[src/rtl/opcodes.sv]
`default_nettype none
// ============================================================================
//  Package  : opcodes
//  Purpose  : Shared instruction and datapath-select encodings for the
//             16-bit processor (opcode, branch/stack sub-ops, ALU functions,
//             datapath mux selects and flag bit positions).
//  Revision : 1.0  initial release
// ============================================================================
package opcodes;

  // Primary opcode, Instr[15:11]
  typedef enum logic [4:0] {
    NOP      = 5'd0,
    ADD      = 5'd1,
    ADC      = 5'd2,
    SUB      = 5'd3,
    SUC      = 5'd4,
    AND      = 5'd5,
    OR       = 5'd6,
    NOT      = 5'd7,
    LSL      = 5'd8,
    LSR      = 5'd9,
    ADDI     = 5'd10,
    ADCI     = 5'd11,
    SUBI     = 5'd12,
    SUCI     = 5'd13,
    ADDIB    = 5'd14,
    SUBIB    = 5'd15,
    CMP      = 5'd16,
    NEG      = 5'd17,
    XOR      = 5'd18,
    NAND     = 5'd19,
    NOR      = 5'd20,
    ASR      = 5'd21,
    LUI      = 5'd22,
    LLI      = 5'd23,
    LDW      = 5'd24,
    STW      = 5'd25,
    BRANCH   = 5'd26,
    PUSH_POP = 5'd27
  } Opcode_t;

  // Branch condition, Instr[10:8]
  typedef enum logic [2:0] {
    BR  = 3'd0,
    BNE = 3'd1,
    BE  = 3'd2,
    BLT = 3'd3,
    BGE = 3'd4,
    BWL = 3'd5,
    RET = 3'd6,
    JMP = 3'd7
  } Branch_t;

  // Stack operation, Instr[10:9]
  typedef enum logic [1:0] {
    PUSH      = 2'd0,
    POP       = 2'd1,
    PUSH_LINK = 2'd2,
    POP_LINK  = 2'd3
  } Stack_t;

  // ALU function; zero is the idle code so a cleared bus means "no operation"
  typedef enum logic [3:0] {
    FnNOP = 4'd0,
    FnADD = 4'd1,
    FnADC = 4'd2,
    FnSUB = 4'd3,
    FnSUC = 4'd4,
    FnAND = 4'd5,
    FnOR  = 4'd6,
    FnNOT = 4'd7,
    FnLSL = 4'd8,
    FnLSR = 4'd9,
    FnIMM = 4'd10
  } alu_functions_t;

  typedef enum logic [1:0] {Pc1 = 2'd0, PcAluOut = 2'd1, PcLr = 2'd2} pc_select_t;
  typedef enum logic [1:0] {Op1Rd1 = 2'd0, Op1Pc = 2'd1, Op1Zero = 2'd2} Op1_select_t;
  typedef enum logic {Op2Rd2 = 1'b0, Op2Imm = 1'b1} Op2_select_t;
  typedef enum logic {ImmShort = 1'b0, ImmLong = 1'b1} Imm_select_t;
  typedef enum logic {WdAlu = 1'b0, WdSys = 1'b1} Wd_select_t;
  typedef enum logic {Rs1Ra = 1'b0, Rs1Rd = 1'b1} Rs1_select_t;
  typedef enum logic {LrPc = 1'b0, LrSys = 1'b1} Lr_select_t;

  // Bit positions inside the 4-bit flags vector
  localparam int unsigned FLAGS_Z = 0;
  localparam int unsigned FLAGS_C = 1;
  localparam int unsigned FLAGS_V = 2;
  localparam int unsigned FLAGS_N = 3;

endpackage
`default_nettype wire

[src/rtl/cpu_control_fsm.sv]
`default_nettype none
// ============================================================================
//  Module   : cpu_control_fsm
//  Purpose  : Multi-cycle FETCH/EXEC/MEM control sequencer for the 16-bit
//             datapath. Only the state is registered; every control output is
//             decoded combinationally from state, Instr, Flags and MemAck so a
//             zero-wait memory completes a fetch in a single cycle.
//  Revision : 1.0  initial release
// ============================================================================
module cpu_control_fsm
  import opcodes::*;
(
  input  logic        Clock,
  input  logic        nReset,
  input  logic [15:0] Instr,
  input  logic [3:0]  Flags,
  input  logic        MemAck,
  output logic        MemReq,
  output logic        MemWrite,
  output logic [1:0]  AddrSel,
  output logic        IrWe,
  output logic        PcWe,
  output logic        RegWe,
  output logic        LrWe,
  output logic        FlagsWe,
  output logic [1:0]  SpOp,
  output logic [1:0]  PcSel,
  output logic [1:0]  Op1Sel,
  output logic        Op2Sel,
  output logic        ImmSel,
  output logic        WdSel,
  output logic        Rs1Sel,
  output logic        LrSel,
  output logic [3:0]  AluFn,
  output logic        Illegal
);

  typedef enum logic [1:0] {
    S_FETCH = 2'd0,
    S_EXEC  = 2'd1,
    S_MEM   = 2'd2
  } state_t;

  // Bus address and stack-pointer encodings
  localparam logic [1:0] c_ADDR_PC  = 2'd0;
  localparam logic [1:0] c_ADDR_ALU = 2'd1;
  localparam logic [1:0] c_ADDR_SP  = 2'd2;
  localparam logic [1:0] c_SP_HOLD  = 2'd0;
  localparam logic [1:0] c_SP_INC   = 2'd1;
  localparam logic [1:0] c_SP_DEC   = 2'd2;

  state_t  r_state;
  state_t  w_next;
  Opcode_t w_op;
  Branch_t w_cond;
  Stack_t  w_stk;
  logic    w_taken;
  logic    w_is_push;
  logic    w_unused;

  // The IR only changes on a fetch ack, so these decodes stay stable
  // through EXEC and MEM of the same instruction.
  assign w_op      = Opcode_t'(Instr[15:11]);
  assign w_cond    = Branch_t'(Instr[10:8]);
  assign w_stk     = Stack_t'(Instr[10:9]);
  assign w_is_push = (w_stk == PUSH) || (w_stk == PUSH_LINK);
  assign w_unused  = ^{Flags[FLAGS_C], Instr[7:0]};

  // Branch condition evaluation from the Z/V/N flags
  always_comb begin
    w_taken = 1'b0;
    case (w_cond)
      BR, BWL, RET, JMP: w_taken = 1'b1;
      BNE:               w_taken = ~Flags[FLAGS_Z];
      BE:                w_taken = Flags[FLAGS_Z];
      BLT:               w_taken = Flags[FLAGS_N] ^ Flags[FLAGS_V];
      BGE:               w_taken = ~(Flags[FLAGS_N] ^ Flags[FLAGS_V]);
      default:           w_taken = 1'b0;
    endcase
  end

  // State register; reset always returns to FETCH
  always_ff @(posedge Clock) begin
    if (!nReset) begin
      r_state <= S_FETCH;
    end else begin
      r_state <= w_next;
    end
  end

  // Output and next-state decode; everything stays zero while in reset,
  // which also abandons any in-flight memory access immediately.
  always_comb begin
    w_next   = S_FETCH;
    MemReq   = 1'b0;
    MemWrite = 1'b0;
    AddrSel  = c_ADDR_PC;
    IrWe     = 1'b0;
    PcWe     = 1'b0;
    RegWe    = 1'b0;
    LrWe     = 1'b0;
    FlagsWe  = 1'b0;
    SpOp     = c_SP_HOLD;
    PcSel    = Pc1;
    Op1Sel   = Op1Rd1;
    Op2Sel   = Op2Rd2;
    ImmSel   = ImmShort;
    WdSel    = WdAlu;
    Rs1Sel   = Rs1Ra;
    LrSel    = LrPc;
    AluFn    = FnNOP;
    Illegal  = 1'b0;

    if (nReset) begin
      case (r_state)
        S_FETCH: begin
          MemReq  = 1'b1;
          AddrSel = c_ADDR_PC;
          if (MemAck) begin
            IrWe   = 1'b1;
            PcWe   = 1'b1;
            PcSel  = Pc1;
            w_next = S_EXEC;
          end else begin
            w_next = S_FETCH;
          end
        end

        S_EXEC: begin
          w_next = S_FETCH;
          case (w_op)
            ADD, ADC, SUB, SUC, AND, OR, NOT, LSL, LSR: begin
              RegWe   = 1'b1;
              FlagsWe = 1'b1;
              case (w_op)
                ADD:     AluFn = FnADD;
                ADC:     AluFn = FnADC;
                SUB:     AluFn = FnSUB;
                SUC:     AluFn = FnSUC;
                AND:     AluFn = FnAND;
                OR:      AluFn = FnOR;
                NOT:     AluFn = FnNOT;
                LSL:     AluFn = FnLSL;
                default: AluFn = FnLSR;
              endcase
            end
            ADDI, ADCI, SUBI, SUCI: begin
              RegWe   = 1'b1;
              FlagsWe = 1'b1;
              Op2Sel  = Op2Imm;
              ImmSel  = ImmShort;
              case (w_op)
                ADDI:    AluFn = FnADD;
                ADCI:    AluFn = FnADC;
                SUBI:    AluFn = FnSUB;
                default: AluFn = FnSUC;
              endcase
            end
            ADDIB, SUBIB: begin
              RegWe   = 1'b1;
              FlagsWe = 1'b1;
              Op2Sel  = Op2Imm;
              ImmSel  = ImmLong;
              AluFn   = (w_op == ADDIB) ? FnADD : FnSUB;
            end
            CMP: begin
              FlagsWe = 1'b1;
              AluFn   = FnSUB;
            end
            LUI, LLI: begin
              RegWe  = 1'b1;
              Op2Sel = Op2Imm;
              ImmSel = ImmLong;
              AluFn  = FnIMM;
            end
            NOP: begin
            end
            LDW, STW: begin
              // Address computation Rd1 + short immediate, used in MEM
              AluFn  = FnADD;
              Op2Sel = Op2Imm;
              ImmSel = ImmShort;
              Rs1Sel = (w_op == STW) ? Rs1Rd : Rs1Ra;
              w_next = S_MEM;
            end
            BRANCH: begin
              case (w_cond)
                RET: begin
                  PcWe  = 1'b1;
                  PcSel = PcLr;
                end
                JMP: begin
                  PcWe   = 1'b1;
                  PcSel  = PcAluOut;
                  Op2Sel = Op2Imm;
                  ImmSel = ImmShort;
                  AluFn  = FnADD;
                end
                default: begin
                  // PC-relative target; selects are driven even when not taken
                  PcWe   = w_taken;
                  PcSel  = PcAluOut;
                  Op1Sel = Op1Pc;
                  Op2Sel = Op2Imm;
                  ImmSel = ImmLong;
                  AluFn  = FnADD;
                  if (w_cond == BWL) begin
                    LrWe  = 1'b1;
                    LrSel = LrPc;
                  end
                end
              endcase
            end
            PUSH_POP: begin
              SpOp   = w_is_push ? c_SP_DEC : c_SP_HOLD;
              w_next = S_MEM;
            end
            default: begin
              // NEG/XOR/NAND/NOR/ASR and undefined codes
              Illegal = 1'b1;
            end
          endcase
        end

        S_MEM: begin
          w_next = MemAck ? S_FETCH : S_MEM;
          MemReq = 1'b1;
          case (w_op)
            LDW, STW: begin
              AddrSel  = c_ADDR_ALU;
              AluFn    = FnADD;
              Op2Sel   = Op2Imm;
              ImmSel   = ImmShort;
              MemWrite = (w_op == STW);
              Rs1Sel   = (w_op == STW) ? Rs1Rd : Rs1Ra;
              WdSel    = (w_op == LDW) ? WdSys : WdAlu;
              RegWe    = (w_op == LDW) && MemAck;
            end
            PUSH_POP: begin
              AddrSel = c_ADDR_SP;
              case (w_stk)
                PUSH: begin
                  MemWrite = 1'b1;
                  Rs1Sel   = Rs1Rd;
                end
                PUSH_LINK: begin
                  MemWrite = 1'b1;
                end
                POP: begin
                  WdSel = WdSys;
                  RegWe = MemAck;
                  SpOp  = MemAck ? c_SP_INC : c_SP_HOLD;
                end
                default: begin
                  LrSel = LrSys;
                  LrWe  = MemAck;
                  SpOp  = MemAck ? c_SP_INC : c_SP_HOLD;
                end
              endcase
            end
            default: begin
              // Unreachable for a stable IR; drop the request and refetch
              MemReq = 1'b0;
              w_next = S_FETCH;
            end
          endcase
        end

        default: w_next = S_FETCH;
      endcase
    end
  end

endmodule
`default_nettype wire

[config.mk]
export PLATFORM = sky130hd
export DESIGN_NAME = cpu_control_fsm
export DESIGN_NICKNAME = d
export VERILOG_FILES = /design/src/rtl/opcodes.sv /design/src/rtl/cpu_control_fsm.sv
export SDC_FILE = /design/constraint.sdc
export NUM_CORES = 1
export LEC_CHECK = 0
export ABC_CLOCK_PERIOD_IN_PS = 1700
export BUFFER_PORTS_ARGS = -buffer_cell sky130_fd_sc_hd__buf_4
export CORE_MARGIN = 2
export CORE_UTILIZATION = 42
export DETAILED_ROUTE_END_ITERATION = 16
export PLACE_DENSITY = 0.76
export SETUP_SLACK_MARGIN = 0.2
export SYNTH_ARGS = -nofsm -noshare
export SYNTH_HDL_FRONTEND = slang
export SYNTH_SLANG_ARGS = --single-unit
[constraint.sdc]
create_clock -name Clock -period 1.7 [get_ports Clock]
set_input_delay 0.085 -clock Clock [delete_from_list [all_inputs] [get_ports Clock]]
set_output_delay 0.085 -clock Clock [all_outputs]
set_load 0.02 [all_outputs]
* Word level (Yosys, flattened, before mapping) *
Memory sizes are Yosys's and may differ from the RTL's.
Cells that the tools add are included.

cells by class
  eq/ne operators = 33
  mux-type cells = 87
  bitwise gates (word level) = 3
  reduce and logical (&&, ||, !) cells = 21

operator list
  kind                                                                    number
  1-bit 2-to-1 mux                                                        51
  5-bit by 4-bit equality test with 1-bit output (second input constant)  8
  5-bit equality test (second input constant)                             7
  2-bit 2-to-1 mux                                                        15
  4-bit one-hot mux with 7 select lines                                   1
  1-bit one-hot mux with 2 select lines                                   12
  23-bit OR reduction                                                     1
  5-bit by 3-bit equality test with 1-bit output (second input constant)  4
  17-bit OR reduction                                                     1
  16-bit OR reduction                                                     1
  3-bit equality test (second input constant)                             4
  4-bit OR reduction                                                      3
  5-bit by 2-bit equality test with 1-bit output (second input constant)  2
  10-bit OR reduction                                                     1
  2-bit OR reduction                                                      5
  3-bit one-hot mux with 3 select lines                                   1
  9-bit OR reduction                                                      1
  4-bit 2-to-1 mux                                                        2
  2-bit one-hot mux with 2 select lines                                   2
  4-bit one-hot mux with 2 select lines                                   1
  3-bit by 2-bit equality test with 1-bit output (second input constant)  2
  2-bit one-hot mux with 3 select lines                                   1
  3-bit OR reduction                                                      2
  5-bit by 1-bit equality test with 1-bit output (second input constant)  1
  11 further kinds                                                        15

storage, ports and cells
  bits in registers = 2
  bits in read-only memories = 64
  input port bits = 23
  memories kept = 1

memory list
  memory            depth  width  read ports  clocked after memory_dff  wr ports  RTL line                RTL
  (name not given)  16     4      1           0                         0         cpu_control_fsm.sv:135  case (w_op)

* Logic depth before layout (Yosys ltp) *
Gate-level depths: netlist of the first run.

  word-level depth = 7
  gate-level depth with buffers = 7
  depth with buffers taken out = 6

* Worst setup path before layout of the first run *
No wires, ideal clock.

  kind = flip-flop to output port
  from = reg r_state[0]
  to = out AluFn[2]
  arrival time = 2.035 ns
  data required time = 1.615 ns
  setup slack = -0.420 ns
  cell stages (with the launch flop) = 5
  cell sequence = dfxtp_1 > inv_1 > ha_1 > nand3_1 > a2111oi_0

on the way
  cells in the longest elaborated chain, start to end = 3
  elaborated cells between the ends (all ways) = 4
  those cells by class = 2 x eq/ne; 2 x mux

ends and longest elaborated chain
  item                                                                                          RTL line                RTL
  start, declared                                                                               cpu_control_fsm.sv:52   state_t r_state;
  start signal, assigned                                                                        cpu_control_fsm.sv:87   r_state <= w_next;
  2-bit equality test / 2-bit by 1-bit equality test with 1-bit output (equally long branches)  cpu_control_fsm.sv:115  case (r_state)
  4-bit one-hot mux with 2 select lines *                                                       cpu_control_fsm.sv:115
  4-bit 2-to-1 mux *                                                                            cpu_control_fsm.sv:114  if (nReset) begin
  end, declared                                                                                 cpu_control_fsm.sv:34   output logic [3:0] AluFn,

Mark *: on every way between the ends. The rest lies on a longest branch, timed or not.

* Final worst setup path of the first run *
  from = reg r_state[0]
  to = out Rs1Sel

on the way
  cells in the longest elaborated chain, start to end = 3
  elaborated cells between the ends (all ways) = 4
  those cells by class = 2 x eq/ne; 2 x mux

ends and longest elaborated chain
  item                                                                                          RTL line                RTL
  2-bit equality test / 2-bit by 1-bit equality test with 1-bit output (equally long branches)  cpu_control_fsm.sv:115
  1-bit one-hot mux with 2 select lines *                                                       cpu_control_fsm.sv:115
  1-bit 2-to-1 mux *                                                                            cpu_control_fsm.sv:114
  end, declared                                                                                 cpu_control_fsm.sv:32   output logic Rs1Sel,

Marks and branches as above.

==> results.sh, run 1 <==
export IMPL_grt_first_pass_wirelength_um=4060
export IMPL_ios=48
export IMPL_layout_nets=191
export IMPL_synth_cell_types=37
export IMPL_post_dp_cell_area_sq_um=1030
export IMPL_yosysTopAreaCellShare=0.105
export IMPL_synth_area_leaders="nor2_1 (10%), a21oi_1 (9.3%), ha_1 (6.6%)"
export IMPL_dr_pass1_iters=4
export IMPL_synthTopCellsByCount="nor2_1 (21), a21oi_1 (14), nand2_1 (12)"
export IMPL_ant_nets=0
export IMPL_routed_via_density=5.60
export IMPL_hold_path_class="in -> reg"
export IMPL_cts_tree="yes"
export IMPL_required_ns=1.62
export IMPL_fin_crit_ns=1.74
export IMPL_ir_drop_mv=0.457
export IMPL_die_w_um=46.4
export IMPL_place_congestion=0.839
export IMPL_placement_io_buffers=37
export IMPL_synth_area_sq_um=753
export IMPL_cp_max_fo=6
export IMPL_largest_register="r_state"
export IMPL_numClockSinks=2
export IMPL_start_util=0.441
export IMPL_cp_arrival_ns=1.65
export IMPL_rows=15
export IMPL_grt_usage=0.254
export IMPL_max_freq_mhz=575
export IMPL_startpoint_type="register"
export IMPL_critPathBufInv=2
export IMPL_path_cells="inv_4, ha_4, and4b_2, nand4_1, o32ai_2, and2_1, buf_6"
export IMPL_powerDensity_nw_per_um2=285
export IMPL_rsz0062_at_grt="true"
export IMPL_multi_input_comb_area_sq_um=733
export IMPL_seq_area_sq_um=45.0
export IMPL_antenna_found_initial=0
export IMPL_critical_path_top_delay_family="simple AND/OR/NAND/NOR gates"
export IMPL_reg2reg_slack_ns=0.39
export IMPL_p_leak_uw=0.000515
export IMPL_clkLatencyLatePin_ns=0.22
export IMPL_hpwlAfterDp_um=1740
export IMPL_clk_path_buf_depth=2
export IMPL_synth_most_common_cell="nor2_1"
export IMPL_largest_registers="r_state: 2 flops"
export IMPL_slew_viol_final=0
export IMPL_wl_um=2540
export IMPL_routedWlPerCell_um=13.6
export IMPL_overflow=0
export IMPL_critical_path_slowest_cell="dfxtp_2"
export IMPL_synth_fp_nets=154
export IMPL_synth_edf_count=0
export IMPL_vias=1047
export IMPL_h_tree_depth=1
export IMPL_grt_max_degree=21
export IMPL_finalCritPeriodShare=1.02
export IMPL_async_flop_share=0
export IMPL_area_growth_pct=59.1
export IMPL_drive_gt1_frac=0.438
export IMPL_synth_seq_cells=2
export IMPL_finish_utilization=0.702
export IMPL_hold_slack_ns=0.234
export IMPL_fin_ws_ns=-0.0385
export IMPL_setup_viol=2
export IMPL_die_y_um=46.4
export IMPL_cts_root_buffer="clkbuf_4"
export IMPL_final_hold_viol_count=0
export IMPL_synth_main_ff_cell="dfxtp_1"
export IMPL_avgSynthCellArea_sq_um=5.93
export IMPL_n_fill_cell=145
export IMPL_criticalPathCategory="reg -> out"
export IMPL_status="finished, violations left"
export IMPL_critPathMaxStageDelay_ns=0.33
export IMPL_hold_buffers=0
export IMPL_numCtsBuffers=3
export IMPL_clkSlewWorstSetupHoldPaths_ns=0.03
export IMPL_ys_warn_count=0
export IMPL_largest_reg_flops=2
export IMPL_cp_end_kind="primary output"
export IMPL_synthesis_instances=127
export IMPL_drc=0
export IMPL_finClkSkew_ns=0.00225
export IMPL_core_area_sq_um=1710
export IMPL_antennaDiodeCount=0
export IMPL_ys_seq_area_frac=0.0532
export IMPL_yosysTopAreaCell="nor2_1"
export IMPL_violations="setup timing"
export IMPL_max_cap_violations=0
export IMPL_grt_pass1_vias=975
export IMPL_drtIter0Drc=16
export IMPL_die_area_sq_um=2150
export IMPL_final_area_sq_um=1200
## worst paths after layout
path / endpoint / startpoint / cells after the start
max: Rs1Sel / r_state[0] / 7
min: r_state[0] / MemAck / 3
max reg2reg: r_state[1] / r_state[1] / 5
min reg2reg: r_state[0] / r_state[1] / 2
## report_power, final
| part | internal (uW) | total, uW | switching (uW) |
|---|---|---|---|
| Sequential | 47.8 | 49.9 | 2.16 |
| Clock | 77.7 | 102 | 24.6 |
| Combinational | 74.5 | 190 | 115 |
| Total | 200 | 342 | 142 |
## cell type report
type                            count  share of cell area
Multi-Input combinational cell    106               0.612
Clock buffer                        3              0.0188
Timing Repair Buffer               43               0.279
Tap cell                           25              0.0261
Inverter                            8              0.0271
Sequential cell                     2              0.0376
## metrics by stage
stage | worst slack (ns) | instances | setup TNS (ns) | total power (uW)
detailed placement | 0.0616 | 180 | 0 | 219
CTS | 0.0111 | 185 | 0 | 340
floorplan | 0.0406 | 127 | 0 | 169
global placement | 0.0894 | 180 | 0 | 216
global route | -0.119 | 187 | -0.427 | 366
finish | -0.0385 | 187 | -0.0457 | 342
## per-layer routing
metal | vias up | wire length [um] | track usage
met4 | 0 | 47 | 0.0743
met3 | 6 | 172 | 0.0431
met1 | 467 | 1050 | 0.300
li1 | 523 | - | -
met5 | - | 0 | 0
met2 | 51 | 1270 | 0.458
## what timing repair did
item,CTS,global route
setup buffers,2,2
endpoints found under the setup margin,19,21
cloned,0,0
resized for setup,20,7
pin swaps,11,4
## worst register-to-register path, stage by stage, from the launching register on
cell	delay (ns)
dfxtp_4	0.35
inv_2	0.08
ha_2	0.21
buf_4	0.15
a21oi_1	0.05
nor4b_1	0.34
## cell usage in the layout, fill, tap and decap left out, types with 2 or more instances in the layout
master / Yosys / final
a21oi_1: 14 / 11
buf_4: 6 / 40
nand3_1: 7 / 6
nand2_1: 12 / 10
inv_1: 8 / 6
nand4_1: 4 / 4
ha_4: 0 / 2
nand2b_1: 2 / 2
nor2_1: 21 / 19
a21oi_2: 0 / 3
nor3_1: 7 / 4
o21ai_0: 5 / 5
nand2_2: 0 / 2
nand3b_1: 2 / 2
buf_6: 0 / 3
nor2b_1: 4 / 4
nor3_2: 0 / 3
clkbuf_4: 0 / 3
nor2_2: 0 / 2
## kinds of logic after synthesis
family / Yosys count / synth area share
simple gates: 67 / 0.447
compound gates: 31 / 0.259
buf+inv: 19 / 0.133
fa+ha+maj: 4 / 0.0664
xor+xnor: 2 / 0.0233
flops: 2 / 0.0532
other cells: 1 / 0.00498
mux: 1 / 0.0133
Power figures use the tool's default switching activity.
==> run 2: changes to the inputs <==
Settings changed: SETUP_SLACK_MARGIN 0.2 to not set.
==> results.sh, run 2 (synthesis gave the netlist of run 1 again) <==
export IMPL_status="finished, violations left"
export IMPL_violations="setup timing"
export IMPL_numClockSinks=2
export IMPL_antenna_found_initial=0
export IMPL_p_leak_uw=0.000510
export IMPL_seq_area_sq_um=47.5
export IMPL_drtIter0Drc=23
export IMPL_finalSetupTns_ns=-0.00113
export IMPL_final_hold_viol_count=0
export IMPL_wl_um=2410
export IMPL_die_y_um=46.4
export IMPL_clkLatencyLatePin_ns=0.22
export IMPL_setup_viol=1
export IMPL_cts_root_buffer="clkbuf_4"
export IMPL_cts_tree="yes"
export IMPL_drive_gt1_frac=0.391
export IMPL_multi_input_comb_area_sq_um=692
export IMPL_max_freq_mhz=588
export IMPL_grt_usage=0.234
export IMPL_layout_nets=190
export IMPL_start_util=0.441
export IMPL_vias=1036
export IMPL_antennaDiodeCount=0
export IMPL_ir_drop_mv=0.386
export IMPL_place_congestion=0.839
export IMPL_ant_nets=0
export IMPL_clk_path_buf_depth=2
export IMPL_grt_max_degree=21
export IMPL_slew_viol_final=0
export IMPL_finish_utilization=0.674
export IMPL_max_cap_violations=0
export IMPL_fin_ws_ns=-0.00113
export IMPL_largest_register="r_state"
export IMPL_routed_via_density=5.57
export IMPL_fin_cells=186
export IMPL_finClkSkew_ns=0.000993
export IMPL_ios=48
export IMPL_n_fill_cell=152
export IMPL_clkSlewWorstSetupHoldPaths_ns=0.03
export IMPL_finalCritPeriodShare=1.00
export IMPL_cp_end_kind="primary output"
export IMPL_routedWlPerCell_um=12.9
export IMPL_fin_crit_ns=1.70
export IMPL_cp_max_fo=6
export IMPL_h_tree_depth=1
export IMPL_drc=0
export IMPL_pre_cts_ws_ns=0.0659
export IMPL_grt_pass1_vias=881
export IMPL_die_area_sq_um=2150
export IMPL_hold_path_class="in -> reg"
export IMPL_area_growth_pct=52.8
export IMPL_dr_pass1_iters=4
export IMPL_final_common_cell="buf_4"
export IMPL_hold_slack_ns=0.240
export IMPL_largest_registers="r_state: 2 flops"
export IMPL_place_inst=180
export IMPL_rsz0062_at_grt="true"
export IMPL_required_ns=1.62
export IMPL_numCtsBuffers=3
export IMPL_rows=15
export IMPL_grt_first_pass_wirelength_um=3760
export IMPL_core_area_sq_um=1710
export IMPL_criticalPathCategory="reg -> out"
export IMPL_overflow=0
export IMPL_powerDensity_nw_per_um2=294
export IMPL_layout_common_cells="buf_4 (40), nor2_1 (20), a21oi_1 (14), nand2_1 (10), nor3_1 (7)"
export IMPL_placement_io_buffers=37
export IMPL_largest_reg_flops=2
export IMPL_startpoint_type="register"
export IMPL_cp_arrival_ns=1.62
export IMPL_die_w_um=46.4
export IMPL_hpwlAfterDp_um=1740
run 2: cell count changes in the layout (fill, tap and decap cells not counted):
| cell | previous run | this run |
|---|---|---|
| a2111oi_2 | 0 | 1 |
| a21oi_1 | 11 | 14 |
| a21oi_2 | 3 | 0 |
| buf_6 | 3 | 2 |
| nor3_1 | 4 | 7 |
| dfxtp_2 | 1 | 0 |
| nor2_1 | 19 | 20 |
| dfxtp_4 | 1 | 2 |
| inv_4 | 1 | 2 |
| inv_2 | 1 | 0 |
| a2111oi_4 | 1 | 0 |
| nor2_2 | 2 | 1 |
| nor3_2 | 3 | 0 |
run 2: metrics by stage:
step | instance area [sq um] | power, uW
6_report | 1150 | 338
4_1_cts | 1100 | 330
3_5_place_dp | 1020 | 218
5_1_grt | 1150 | 363
2_1_floorplan | 766 | 167
3_3_place_gp | 1020 | 214
run 2: final cells by class:
type | instances | area share
multi-input cells | 106 | 0.601
repair buffers | 42 | 0.280
inverters | 8 | 0.0304
flip-flops and latches | 2 | 0.0413
well taps | 25 | 0.0272
clock buffers | 3 | 0.0196
run 2: worst max-delay path, stage by stage (launching register included):
cell and delay, ns:
dfxtp_4 0.35, inv_4 0.07, ha_4 0.14, and4b_2 0.30
nand4_1 0.14, o32ai_1 0.11, and2_1 0.17, buf_6 0.11
run 2: layer usage:
metal | up-vias | share of wire | global-route usage
met4 | 0 | 0 | 0.0571
met3 | 0 | 0.055 | 0.0235
met5 | - | 0 | 0
met1 | 471 | 0.43 | 0.321
li1 | 524 | - | -
met2 | 41 | 0.51 | 0.389
run 2: where the power goes:
| part | switching, uW | internal (uW) |
|---|---|---|
| clock network | 25.5 | 77.8 |
| registers | 2.16 | 46.9 |
| logic | 111 | 74.9 |
| total | 139 | 200 |
run 2: path summary, 6_finish.rpt:
check                                 from          to  cells past startpoint  slack [ns]
worst min register to register  r_state[0]  r_state[0]                      2        0.63
worst max register to register  r_state[0]  r_state[1]                      5        0.47
worst min-delay path             Instr[15]  r_state[1]                      3        0.24
worst max-delay path            r_state[0]      Rs1Sel                      7      -0.001
run 2: timing repair:
item	CTS	global route
setup endpoints to repair	8	12
gates cloned	0	0
hold buffers	0	0
resized for setup	11	12
pin swaps	5	9
buffers inserted	2	1
==> run 3: changes to the inputs <==
Settings changed: ABC_CLOCK_PERIOD_IN_PS 1700 to 2000, CAP_MARGIN set to 10, CORE_UTILIZATION 42 to 45, PLACE_DENSITY 0.76 to 0.81, SETUP_SLACK_MARGIN set to 0.02.
Clock period 1.7 ns to 2 ns, I/O delays scaled along.
==> results.sh, run 3 (synthesis gave the netlist of run 1 again) <==
export IMPL_status="finished clean"
export IMPL_area_growth_pct=37.5
export IMPL_ios=48
export IMPL_clk_path_buf_depth=2
export IMPL_grt_max_degree=21
export IMPL_final_common_cell="buf_4"
export IMPL_cts_root_buffer="clkbuf_4"
export IMPL_ir_drop_mv=0.397
export IMPL_r2r_start="r_state[1]"
export IMPL_numCtsBuffers=3
export IMPL_clkLatencyLatePin_ns=0.23
export IMPL_dr_pass1_iters=4
export IMPL_routedWlPerCell_um=13.5
export IMPL_overflow=0
export IMPL_max_cap_violations=0
export IMPL_cp_arrival_ns=1.76
export IMPL_antenna_found_initial=0
export IMPL_cp_end_kind="primary output"
export IMPL_required_ns=1.90
export IMPL_fin_cells=173
export IMPL_clkSlewWorstSetupHoldPaths_ns=0.03
export IMPL_cp_max_fo=6
export IMPL_grt_usage=0.243
export IMPL_ant_nets=0
export IMPL_finish_utilization=0.672
export IMPL_critical_path_top_delay_family="simple AND/OR/NAND/NOR gates"
export IMPL_p_leak_uw=0.000480
export IMPL_top_layer="met4"
export IMPL_layout_nets=186
export IMPL_finalCritPeriodShare=0.932
export IMPL_wl_um=2330
export IMPL_power_uw=281
export IMPL_crit_start="r_state[0]"
export IMPL_critical_path_slowest_cell="dfxtp_1"
export IMPL_grt_pass1_vias=849
export IMPL_drtIter0Drc=34
export IMPL_die_y_um=44.9
export IMPL_wl_met2_um=1140
export IMPL_antennaDiodeCount=0
export IMPL_finalSetupTns_ns=0
export IMPL_fin_ws_ns=0.137
export IMPL_grt_first_pass_wirelength_um=3620
export IMPL_die_w_um=44.9
export IMPL_largest_register="r_state"
export IMPL_largest_reg_flops=2
export IMPL_numClockSinks=2
export IMPL_drc=0
export IMPL_slew_viol_final=0
export IMPL_pre_cts_ws_ns=0.273
export IMPL_criticalPathCategory="reg -> out"
export IMPL_hold_path_class="in -> reg"
export IMPL_vias=1019
export IMPL_h_tree_depth=1
export IMPL_core_area_sq_um=1540
export IMPL_max_freq_mhz=537
export IMPL_place_congestion=0.866
export IMPL_postCtsSetupRepairBufs=0
export IMPL_critPathMaxStageDelay_ns=0.34
export IMPL_drt_met1_wl_um=968
export IMPL_place_inst=170
export IMPL_finClkSkew_ns=0.00692
export IMPL_path_cells="inv_1, ha_1, and4b_2, nand2_1, nor2_1, o21a_1, buf_4"
export IMPL_powerDensity_nw_per_um2=271
export IMPL_final_hold_viol_count=0
export IMPL_setup_viol=0
export IMPL_critPathBufInv=2
export IMPL_largest_registers="r_state: 2 flops"
export IMPL_start_util=0.489
export IMPL_cts_tree="yes"
export IMPL_drive_gt1_frac=0.293
export IMPL_hpwlAfterDp_um=1660
export IMPL_routed_via_density=5.89
export IMPL_die_area_sq_um=2020
export IMPL_rsz0062_at_grt="false"
export IMPL_placement_io_buffers=37
export IMPL_rows=14
export IMPL_hp_start="MemAck"
export IMPL_layout_common_cells="buf_4 (38), nor2_1 (21), a21oi_1 (14), nand2_1 (12), inv_1 (8)"
export IMPL_fin_crit_ns=1.86
export IMPL_dr_wl_met3_um=168
export IMPL_startpoint_type="register"
[run 3: changes by cell type in the layout (fill, tap and decap cells not counted), sizes merged]
cell	before	now
buf	42	38
[run 3: stage by stage]
step	hold slack, ns	cell area (sq um)
finish	0.229	1040
global route	0.256	1040
CTS	0.226	1010
detailed placement	0.455	990
global placement	0.457	990
floorplan	0.284	754
[run 3: timing repair]
action                                  4_1_cts  5_1_grt
hold buffers                                  0        0
resized for setup                             0        4
endpoints found under the setup margin        0        4
[run 3: power by group]
group	total [uW]	switching, uW	leakage, uW	internal, uW
logic	146	87.9	0.000450	58.0
registers	42.6	1.01	0.0000164	41.6
clock network	92.8	26.4	0.0000138	66.4
total	281	115	0.000480	166
[run 3: layout make-up]
| type | instances | area (sq um) |
|---|---|---|
| clock buffer | 3 | 22.5 |
| timing repair buffer | 38 | 285 |
| multi-input combinational | 106 | 638 |
| inverter | 8 | 30.0 |
| sequential | 2 | 40.0 |
| fill | 137 | 505 |
| tap | 16 | 20.0 |
[run 3: final timing paths]
path           endpoint  slack (ns)  cells after the start
min          r_state[0]        0.23                      3
max reg2reg  r_state[1]        0.79                      5
min reg2reg  r_state[0]        0.63                      2
max              Op2Sel        0.14                      7
[run 3: worst min-delay path: cells and delay by family]
family / cells / cell delay, ns
buffers and inverters: 1 / 0.13
AND/OR/NAND/NOR: 2 / 0.18
[run 3: metal layers]
| metal | track usage | vias up |
|---|---|---|
| li1 | - | 509 |
| met3 | 0.0360 | 5 |
| met2 | 0.368 | 44 |
| met5 | 0 | - |
| met4 | 0.182 | 0 |
| met1 | 0.311 | 461 |
